==> config.mk <==
export PLATFORM = sky130hd
export DESIGN_NAME = ram_port_arbiter
export DESIGN_NICKNAME = d
export VERILOG_FILES = /design/src/rtl/cache_pkg.sv /design/src/rtl/rr_priority_pick.sv /design/src/rtl/ram_port_arbiter.sv
export SDC_FILE = /design/constraint.sdc
export NUM_CORES = 1
export LEC_CHECK = 0
export CORE_ASPECT_RATIO = 0.6
export CORE_MARGIN = 5
export CORE_UTILIZATION = 23
export CTS_CLUSTER_DIAMETER = 150
export CTS_CLUSTER_SIZE = 8
export DETAILED_ROUTE_END_ITERATION = 16
export PLACE_DENSITY = 0.81
export REMOVE_ABC_BUFFERS = 1
export SLEW_MARGIN = 30
export SYNTH_ARGS = -nofsm -noshare
export SYNTH_HDL_FRONTEND = slang
export SYNTH_SLANG_ARGS = --single-unit
==> constraint.sdc <==
create_clock -name clk -period 1.55 [get_ports clk]
set_input_delay 0.31 -clock clk [delete_from_list [all_inputs] [get_ports clk]]
set_output_delay 0.31 -clock clk [all_outputs]
set_load 0.05 [all_outputs]
==> src/rtl/cache_pkg.sv <==
// Shared definitions for the cache blocks: arbiter states and RAM word-protocol constants.
package cache_pkg;

  typedef enum logic [1:0] {
    IDLE,
    OWNED,
    HOLD,
    RELEASE
  } arb_state_t;

  localparam int WORD_BYTES = 4;
  localparam logic [WORD_BYTES-1:0] BE_FULL = 4'b1111;

endpackage

==> src/rtl/rr_priority_pick.sv <==
// Round-robin first-one finder: returns the first set request at or after ptr, wrapping at N-1.
module rr_priority_pick #(
  parameter int N = 2,
  localparam int IW = $clog2(N)
) (
  input  logic [N-1:0]  req,
  input  logic [IW-1:0] ptr,
  output logic [IW-1:0] idx,
  output logic          found
);

  // Walk from the farthest candidate to the nearest so the one closest to ptr wins.
  always_comb begin
    int cand;
    logic [IW-1:0] cidx;
    idx   = '0;
    found = 1'b0;
    cand  = 0;
    cidx  = '0;
    for (int k = N - 1; k >= 0; k--) begin
      cand = int'(ptr) + k;
      if (cand >= N) cand = cand - N;
      cidx = IW'(cand);
      if (req[cidx]) begin
        idx   = cidx;
        found = 1'b1;
      end
    end
  end

endmodule

==> src/rtl/ram_port_arbiter.sv <==
// Shares one RAM word port among several cache controllers with burst-long round-robin grants
// and an optional hold window that bridges the writeback->fetch gap of a miss.
module ram_port_arbiter
  import cache_pkg::*;
#(
  parameter int NUM_CLIENTS   = 2,
  parameter int ADDRESS_WIDTH = 16,
  parameter int HOLD_CYCLES   = 2
) (
  input  logic                                clk,
  input  logic                                rst,
  input  logic [NUM_CLIENTS-1:0]              cli_rd,
  input  logic [NUM_CLIENTS-1:0]              cli_wr,
  input  logic [NUM_CLIENTS*ADDRESS_WIDTH-1:0] cli_address,
  input  logic [NUM_CLIENTS*32-1:0]           cli_data_wr,
  input  logic [NUM_CLIENTS*4-1:0]            cli_byte_enable,
  output logic [NUM_CLIENTS-1:0]              cli_ready,
  output logic [31:0]                         cli_data_rd,
  output logic                                ram_rd,
  output logic                                ram_wr,
  output logic [ADDRESS_WIDTH-1:0]            ram_address,
  output logic [31:0]                         ram_data_wr,
  output logic [WORD_BYTES-1:0]               ram_byte_enable,
  input  logic                                ram_ready,
  input  logic [31:0]                         ram_data_rd,
  output logic                                grant_valid,
  output logic [$clog2(NUM_CLIENTS)-1:0]      grant_id
);

  localparam int IW = $clog2(NUM_CLIENTS);
  localparam int DW = WORD_BYTES * 8;
  localparam int CW = (HOLD_CYCLES > 1) ? $clog2(HOLD_CYCLES) : 1;

  arb_state_t     state;
  logic [IW-1:0]  rr_ptr;
  logic [CW-1:0]  hold_cnt;
  logic [NUM_CLIENTS-1:0] req;
  logic [IW-1:0]  pick_idx;
  logic           pick_found;
  logic           owner_req;
  logic [IW-1:0]  next_ptr;

  assign req       = cli_rd | cli_wr;
  assign owner_req = req[grant_id];
  assign next_ptr  = (grant_id == IW'(NUM_CLIENTS - 1)) ? '0 : grant_id + 1'b1;

  rr_priority_pick #(
    .N(NUM_CLIENTS)
  ) u_pick (
    .req   (req),
    .ptr   (rr_ptr),
    .idx   (pick_idx),
    .found (pick_found)
  );

  // Grant FSM; grant_valid stays high through RELEASE so the only dead cycle is the IDLE one.
  always_ff @(posedge clk or posedge rst) begin
    if (rst) begin
      state       <= IDLE;
      grant_valid <= 1'b0;
      grant_id    <= '0;
      rr_ptr      <= '0;
      hold_cnt    <= '0;
    end else begin
      case (state)
        IDLE: begin
          if (pick_found) begin
            grant_id    <= pick_idx;
            grant_valid <= 1'b1;
            state       <= OWNED;
          end
        end
        OWNED: begin
          if (!owner_req) begin
            if (HOLD_CYCLES == 0) begin
              state <= RELEASE;
            end else begin
              hold_cnt <= CW'(HOLD_CYCLES - 1);
              state    <= HOLD;
            end
          end
        end
        HOLD: begin
          if (owner_req) state <= OWNED;
          else if (hold_cnt == '0) state <= RELEASE;
          else hold_cnt <= hold_cnt - 1'b1;
        end
        RELEASE: begin
          grant_valid <= 1'b0;
          grant_id    <= '0;
          rr_ptr      <= next_ptr;
          state       <= IDLE;
        end
        default: state <= IDLE;
      endcase
    end
  end

  // RAM side follows the owner combinationally, so a reset drops the access immediately.
  always_comb begin
    ram_rd          = 1'b0;
    ram_wr          = 1'b0;
    ram_address     = '0;
    ram_data_wr     = '0;
    ram_byte_enable = '0;
    cli_ready       = '0;
    cli_data_rd     = ram_data_rd;
    if (grant_valid) begin
      ram_rd          = cli_rd[grant_id];
      ram_wr          = cli_wr[grant_id];
      ram_address     = cli_address[int'(grant_id)*ADDRESS_WIDTH +: ADDRESS_WIDTH];
      ram_data_wr     = cli_data_wr[int'(grant_id)*DW +: DW];
      ram_byte_enable = cli_byte_enable[int'(grant_id)*WORD_BYTES +: WORD_BYTES];
      cli_ready[grant_id] = ram_ready;
    end
  end

endmodule

==> impl_metrics.env <==
export IMPL_status="finished, violations left"
export IMPL_violations="negative setup slack"
export IMPL_slew_headroom_pct=81.28
export IMPL_power_leakage_nw=1.566
export IMPL_rsz0062_at_grt="true"
export IMPL_grt_overflow_total=0
export IMPL_placed_cell_area_sq_um=3730
export IMPL_grt_pass1_wl_um=9887
export IMPL_drc=0
export IMPL_hold_class="in2async"
export IMPL_async_reset_ff_share_pct=100.0
export IMPL_yosys_top_cells_area="mux2i_1 (35%), nor2b_1 (23%), buf_4 (17%), dfrtp_1 (9.8%), buf_6 (1.5%)"
export IMPL_synth_xor_area_share_pct=0.5724
export IMPL_synth_compound_area_share_pct=3.843
export IMPL_dpl_cell_count=410
export IMPL_postCtsHoldBufs=0
export IMPL_ys_types=23
export IMPL_seq_area_frac_synth_pct=9.812
export IMPL_area_growth_pct=151.8
export IMPL_fin_setup_tns_ns=-9.760
export IMPL_tightest_slew_ns=0.2805
export IMPL_netlist_instances=190
export IMPL_p_per_area_nw_per_um2=1890
export IMPL_start_kind="register"
export IMPL_timing_rr_start="grant_id"
export IMPL_clock_latency_ns=0.23
export IMPL_finalInstanceArea_sq_um=3852
export IMPL_start_util_pct=23.32
export IMPL_via_per_inst=4.422
export IMPL_track_usage_pct=14.99
export IMPL_skew_ns=0.008668
export IMPL_drt_first_pass_iters=3
export IMPL_worst_slack_ns=-0.2154
export IMPL_worstSetupPathType="reg2out"
export IMPL_grt_pass1_vias=1929
export IMPL_synth_avg_cell_area_sq_um=8.054
export IMPL_drt_iter0_drc=61
export IMPL_r2r_cells=4
export IMPL_r2r_end="state[0]"
export IMPL_fp_dieH_um=73.18
export IMPL_synth_common_cells="nor2b_1 (56), mux2i_1 (54), buf_4 (34)"
export IMPL_arrival_ns=1.46
export IMPL_ys_seq_elements=6
export IMPL_gp_congestion=0.7633
export IMPL_min_period_over_period_pct=113.9
export IMPL_fp_row_count=23
export IMPL_antenna_found_initial=0
export IMPL_endpoint_kind="output pin"
export IMPL_synth_adder_area_share_pct=0
export IMPL_regArea_sq_um=153.9
export IMPL_hold_viol_final=0
export IMPL_clock_sinks=6
export IMPL_multi_input_area_sq_um=1112
export IMPL_io_buffer_count=168
export IMPL_required_ns=1.24
export IMPL_min_period_ns=1.765
export IMPL_critPathMaxFanout=14
export IMPL_muxShareOfSynthArea_pct=35.32
export IMPL_nets=472
export IMPL_die_w_um=115.3
export IMPL_setup_violations=56
export IMPL_synth_warning_count=0
export IMPL_fmax_mhz=566.4
export IMPL_max_cap_viol_count=0
export IMPL_finalWirelength_um=7262
export IMPL_wl_per_cell_um=17.50
export IMPL_die_area_sq_um=8438
export IMPL_core_region_area_sq_um=6561
export IMPL_post_dp_hpwl_um=6279
export IMPL_cts_buffer_depth=2
export IMPL_syn_area_sq_um=1530
export IMPL_n_fill_cell=546
export IMPL_synth_top_family_by_area="multiplexers"
export IMPL_final_layout_size_suffix_gt1_share_pct=30.49
export IMPL_io_pins=233
export IMPL_rrSetupSlack_ns=0.18
export IMPL_vdd_drop_max_v=0.001020
export IMPL_cts_clk_slew_worst_paths_ns=0.04
export IMPL_yosysMostFrequentCell="nor2b_1"
export IMPL_synth_simple_gate_area_share_pct=29.03
export IMPL_synth_top_area_share_pct=35.32
export IMPL_finalCoreUtilization_pct=58.71
export IMPL_num_vias=1835
export IMPL_synth_flop_cell="dfrtp_1"
export IMPL_cts_root_buffer="clkbuf_8"
export IMPL_fin_cells=415
export IMPL_drtAntennaViolNets=0
export IMPL_ctsHtreeMaxLevel=1
export IMPL_slew_violations=0
export IMPL_cts_tree="yes"
export IMPL_synth_edf_count=0
export IMPL_yosysTopAreaCell="mux2i_1"
export IMPL_grt_max_degree=31
export IMPL_n_antenna_cell=0
export IMPL_pre_cts_ws_ns=-0.07202
export IMPL_cts_buffers=3
[cells in the final DEF (no fill, tap or decap)]
cell,n
clkdlybuf4s50_1,110
buf_12,61
mux2i_1,54
nor2b_1,32
nor2b_2,24
buf_4,7
nand2_1,6
dfrtp_1,5
nor2_1,4
o21ai_0,4
clkbuf_8,3
inv_1,2
clkbuf_16,2
o221ai_1,1
o211ai_1,1
nor4_1,1
o31ai_1,1
nor3b_2,1
nor3_4,1
a21oi_1,1
o211a_1,1
nor3b_1,1
nand3b_1,1
and3_1,1
xnor2_1,1
clkbuf_1,1
dfrtp_4,1
[per-stage QoR]
step	power, mW	hold slack [ns]
after global routing	7.551	0.3617
after floorplan	3.588	0.1010
final	7.281	0.3223
after CTS	7.261	0.3199
after global placement	6.889	0.4781
after detailed placement	6.960	0.4872
[critical path, cell delays in order (launching register included)]
cell     delay (ns)
dfrtp_4        0.52
buf_12         0.18
mux2i_1        0.13
nor2b_1        0.22
buf_12         0.17
[per-layer routing]
metal | part of all wire [%] | GRT usage (%)
met5 | 0 | 2.424
met3 | 16 | 10.85
met2 | 47 | 24.04
met4 | 0.90 | 2.344
met1 | 36 | 16.30
[what timing repair did]
action / in CTS / in global routing
endpoints found under the setup margin: 56 / 57
setup buffers: 1 / 0
gates resized for setup: 5 / 21
[how the worst max path moves through the flow]
stage | start | to | depth (start not counted)
final | grant_id | ram_byte_enable[2] | 4
after global routing | grant_id | ram_byte_enable[2] | 4
after CTS | grant_id | ram_address[1] | 4
after detailed placement | cli_wr[1] | ram_wr | 4
after global placement | cli_wr[1] | ram_wr | 4
after floorplan | grant_id | ram_address[0] | 2
[cell families after synthesis]
group / after synthesis
AOI/OAI and AO/OA: 9
xor gates and xnor gates: 1
buffers and inverters: 48
DFF: 6
muxes: 54
and+or+nand+nor: 72
[where the power goes]
group | leakage [nW] | switching, mW | total, mW | internal [mW]
Clock | 0.0228 | 0.0708 | 0.248 | 0.177
Sequential | 0.0664 | 0.0959 | 0.318 | 0.222
Combinational | 1.48 | 3.42 | 6.72 | 3.30
[area by class of cell]
type                       instances  share of cell area (%)
timing repair buffer             180                   62.94
multi-input combinational        136                   28.87
sequential                         6                   3.995
tap                               87                   2.826
clock buffer                       4                   1.169
inverter                           2                  0.1949
[state kept, by name, summed over array words and instances, names as in the netlist]
signal,count
grant_id,1
grant_valid,1
hold_cnt,1
rr_ptr,1
state,2
No activity file was read; power rests on OpenSTA's default activity.
==> patch 1, RTL diff (same flow settings) <==
Reset style: synchronous (`rst`), changed in one clocked block.
--- a/src/rtl/ram_port_arbiter.sv
+++ b/src/rtl/ram_port_arbiter.sv
@@ -55,5 +55,5 @@
 
   // Grant FSM; grant_valid stays high through RELEASE so the only dead cycle is the IDLE one.
-  always_ff @(posedge clk or posedge rst) begin
+  always_ff @(posedge clk) begin
     if (rst) begin
       state       <= IDLE;
Function: differs if rst is asserted again (counterexample within 4 cycles, from zero or initial values and one cycle with rst high); with rst held inactive, the same outputs for 10 cycles.
==> patch 1 against the unedited design <==
The run still ends with setup timing left. Sequential cell count stayed put. Maximum frequency rose by 5.1%. Area after synthesis down 11%. Critical path depth did not move. Setup slack improved by 0.086 ns. Register-to-register slack got worse by 0.03 ns. Non-clock buffer count is 1 higher. First-iteration DRC count increased by 1.6%. Hold slack better by 0.20 ns. Wire length increased by 8.3%. Cell area down 2.7%. Critical path type unchanged. Largest cell class unchanged.
Power is not compared: it rests on default switching activity, and its combinational part moved more than twofold at a synthesized area within 25%.
==> patch 1: results (changes against the unedited design) <==
[global_routing]
grt_max_degree = 26  ; -16%
grt_pass1_vias = 2041  ; +5.8%
grt_pass1_wl_mm = 10.8  ; +9.0%
antenna_found_initial = 1  ; +1
grt.overflow.total = 0  ; unchanged
grtUsageTotal_pct = 18.4  ; +3.4 points

[final_layout]
ff_latch_area_um2 = 124  ; -20%
drive_gt1_share_pct = 37.6  ; +7.1 points
instances_no_fill = 412  ; -0.72%
largest_reg_flops = 2  ; unchanged
num-fill-cells = 430  ; -21%
nNetsFinal = 474  ; +0.42%
largest-register = state

[logic_synthesis]
async_reset_ff_share_pct = 0  ; -100 points
synthCells = 192  ; +1.1%
yosys_warnings = 0  ; unchanged
seq_area_frac_synth_pct = 8.84  ; -0.97 points
synthDistinctLibCells = 26  ; +13%
yosys-top-cells-area = mux2i_1, buf_4, nor2_1
synth_commonest_cells = nor2_1, mux2i_1, buf_4
ys_dominant_reg_cell = dfxtp_1
synth_edf_count = 0  ; unchanged

[timing]
layout_setup_ws_ns = -0.130  ; +0.0857 ns
relSlewSlack_pct = 74.0  ; -7.2 points
setup_viol = 54  ; -3.6%
fin_worst_skew_ns = 0.00475  ; -0.00391 ns

[place]
dpl.hpwl_mm = 6.56  ; +4.4%
dp_cells = 402  ; -2.0%
post_dp_cell_area_mm2 = 0.00349  ; -6.4%
dp_slack_ns = -0.192  ; -0.120 ns
io_buffers = 168  ; unchanged
gp_routability_congestion = 0.802  ; +5.0%

[power_and_ir_drop]
sw_frac_of_total_pct = 44.7
ir_drop_mv = 0.329
p_leak_nw = 1.41

[clocking]
clock_latency_ns = 0.23  ; about the same
htree_levels = 1  ; unchanged
path_clk_slew_ns = 0.04  ; about the same
cts-root-buf = clkbuf_8
cts_buffers = 3  ; unchanged
cts_max_path_buffers = 2  ; unchanged

[routing]
via_per_inst = 4.77  ; +7.9%
wl_per_cell_um = 19.1  ; +9.1%
drt_iter0_drc = 62  ; +1.6%
drt_pass1_iterations = 4  ; +1

[setup_path]
arrival_ns = 1.37  ; -0.09 ns
critPathMaxFanout = 12  ; -2

[outcome]
violations = setup timing
status = finished with violations

[hold_path]
worstHoldPathType = register to register

## patch 1: worst paths after layout
path	slack, ns	endpoint	cells past startpoint	startpoint
hold reg to reg	0.52	hold_cnt	2	hold_cnt
setup reg to reg	0.15	hold_cnt	5	grant_id
setup / recovery	-0.13	ram_data_wr[10]	4	grant_id
hold / removal	0.52	hold_cnt	2	hold_cnt
## patch 1: timing repair
action | 4_1_cts | 5_1_grt
pin swaps | 2 | 1
resized for setup | 14 | 46
endpoints found under the hold margin | 0 | 0
cloned | 2 | 0
setup buffers | 4 | 0
setup endpoints to repair | 51 | 59
## patch 1: power by group through the flow
stage	combinational, mW	sequential, mW	clock [mW]
final	1.98	0.187	0.254
after global routing	2.05	0.189	0.273
after CTS	1.93	0.186	0.257
after detailed placement	1.89	0.188	0
after global placement	1.86	0.188	0
after floorplan	0.769	0.226	0
## patch 1: worst max-delay path: stages, from the launching register on
cell and delay [ns]:
dfxtp_4 0.42, buf_12 0.18, mux2i_1 0.28, nor2_2 0.09, buf_12 0.16
## patch 1: final cells by class
type | instances | area share, %
tap | 80 | 2.67
timing repair buffer | 181 | 64.0
sequential | 6 | 3.31
antenna | 2 | 0.134
inverter | 2 | 0.200
multi-input combinational | 137 | 28.4
clock buffer | 4 | 1.20
## patch 1: logic make-up after synthesis
family                 share of synthesized area, %
AND/OR/NAND/NOR                                20.1
multiplexers                                   39.8
buffers and inverters                          23.6
AO/OA/AOI/OAI                                  7.09
flip-flops                                     8.84
XOR/XNOR                                      0.645
## patch 1: per-stage QoR
stage	TNS, ns	power [mW]
after floorplan	-125.08	0.994
after global placement	-0.135	2.04
after detailed placement	-0.633	2.08
after CTS	-4.60	2.37
after global routing	-6.29	2.51
final	-3.12	2.42
## patch 1: routing by layer
layer	share of wire [%]	up-vias	routed length (um)	global-route usage (%)
li1	-	895	-	-
met1	36	872	2830	19.1
met2	45	180	3560	30.8
met3	16	16	1300	11.6
met4	1.9	2	147	4.01
met5	0.42	-	33	4.29
==> patch 2, RTL diff (config.mk and constraints unchanged) <==
Without the edit above. Set the parameter `NUM_CLIENTS` to 4 (it was 2).
--- a/src/rtl/ram_port_arbiter.sv
+++ b/src/rtl/ram_port_arbiter.sv
@@ -4,5 +4,5 @@
   import cache_pkg::*;
 #(
-  parameter int NUM_CLIENTS   = 2,
+  parameter int NUM_CLIENTS   = 4,
   parameter int ADDRESS_WIDTH = 16,
   parameter int HOLD_CYCLES   = 2
Interface: changed (7 resized); port bits go from 233 to 344. The function was not compared with the original's and may differ.
==> patch 2 against the unedited design <==
The run still ends with setup timing left. Register-to-register slack got worse by 0.56 ns. Sequential share of layout area decreased by 0.71 points. Synthesized cell count increased by 14%. Die area increased by 52%. Maximum frequency decreased by 18%. Global-route usage increased by 5.1 points. Cell area increased by 62%. Sequential cell count increased by 2. Largest power group unchanged. Wire length increased by 93%. Highest routed layer unchanged. Power increased by 56%. Area after synthesis increased by 60%. Via count increased by 65%. Clock skew decreased by 0.0031 ns. Setup slack got worse by 0.39 ns.
==> patch 2: results (changes against the unedited design) <==
[routing]
drt_iter0_drc = 88  ; +44%
via_per_inst = 4.86  ; +9.9%
drt_wl_total_mm = 14.0  ; +93%
drt_pass1_iterations = 4  ; +1

[outcome]
violations = setup timing
status = finished with violations

[timing]
layout_setup_ws_ns = -0.601  ; -0.386 ns
setup_viol = 64  ; +14%
tns_ns = -33.23  ; -23.47 ns
hold_slack_ns = 0.341  ; +0.0183 ns
worstMarginPinSlew_ns = 0.334  ; +0.0535 ns
fin_worst_skew_ns = 0.00552  ; -0.00315 ns

[global_routing]
grt_max_degree = 62  ; +100%
grtUsageTotal_pct = 20.0  ; +5.1 points
grt_pass1_wl_mm = 20.0  ; +100%
grt_pass1_vias = 3464  ; +80%

[final_layout]
inverters_excl_clock = 5  ; +3
nNetsFinal = 740  ; +57%
buffer_area_share_pct = 58.6  ; -4.3 points
drive_gt1_share_pct = 46.1  ; +16 points
multi_input_gates = 153  ; +13%
multi_input_area_mm2 = 0.00210  ; +89%
instances_no_fill = 623  ; +50%
num-fill-cells = 810  ; +48%
ff_latch_area_um2 = 205  ; +33%
buffers = 314  ; +74%

[clocking]
cts_resized = 112  ; +107
path_clk_slew_ns = 0.04  ; about the same
post_cts_buffers = 7  ; +6
cts-root-buf = clkbuf_16

[power_and_ir_drop]
sw_frac_of_total_pct = 46.3  ; -2.9 points
ir_drop_mv = 0.973  ; -4.6%

[place]
dpl.hpwl_mm = 11.3  ; +79%
dp_cells = 602  ; +47%
gp_routability_congestion = 0.936  ; +23%
io_buffers = 279  ; +66%

[setup_path]
rrSetupSlack_ns = -0.38  ; -0.56 ns
arrival_ns = 1.84  ; +0.38 ns
crit_family = buffers and inverters

[logic_synthesis]
yosys-top-cells-area = mux4_2, and2_1, buf_4
synthCells = 217  ; +14%
synth_commonest_cells = mux4_2, and2_1, buf_4
synth_seq_cells = 8  ; +2
seq_area_frac_synth_pct = 8.20  ; -1.6 points
synthDistinctLibCells = 31  ; +35%

==> patch 2: cell count changes after synthesis, sizes merged, moves of 3 or more <==
cell / delta
and2: +54
mux2i: -53
mux4: +55
inv: +3
nor2b: -54
buf: +4
ha: +4
nor2: +3
and3: +3
==> patch 2: metal layers <==
layer | vias to the layer above | global-route usage, % | wire (um)
met4 | 0 | 4.67 | 291
met5 | - | 2.02 | 0
met2 | 219 | 35.0 | 6990
li1 | 1335 | - | -
met1 | 1453 | 23.3 | 5180
met3 | 20 | 7.26 | 1580
==> patch 2: power groups by stage <==
stage          Clock [mW]  Sequential [mW]  Combinational, mW
4_1_cts             0.450            0.441               10.2
2_1_floorplan           0            0.856               4.36
3_3_place_gp            0            0.429               8.59
6_report            0.451            0.449               10.4
5_1_grt             0.475            0.467               10.8
3_5_place_dp            0            0.442               8.72
==> patch 2: cell families after synthesis <==
logic type / after synthesis / synth area share, %
and+or+nand+nor: 77 / 18.8
muxes: 57 / 51.6
buffers and inverters: 56 / 15.2
AOI/OAI and AO/OA: 15 / 4.20
DFF: 8 / 8.20
adders and majority gates: 4 / 2.05
==> patch 2: final timing paths <==
path	depth (start not counted)	end	startpoint
max in group asynchronous	2	grant_id[0]	rst
min in group clk	2	rr_ptr[0]	rr_ptr[0]
hold reg to reg	2	rr_ptr[0]	rr_ptr[0]
setup reg to reg	9	hold_cnt	grant_id[0]
setup / recovery	6	ram_wr	grant_id[0]
hold / removal	2	grant_valid	rst
==> patch 2: stage by stage <==
| stage | instance area (um2) | power [mW] |
|---|---|---|
| after CTS | 6080 | 11.1 |
| final | 6240 | 11.3 |
| after global routing | 6240 | 11.8 |
| after global placement | 5520 | 9.02 |
| after floorplan | 2090 | 5.21 |
| after detailed placement | 5520 | 9.16 |
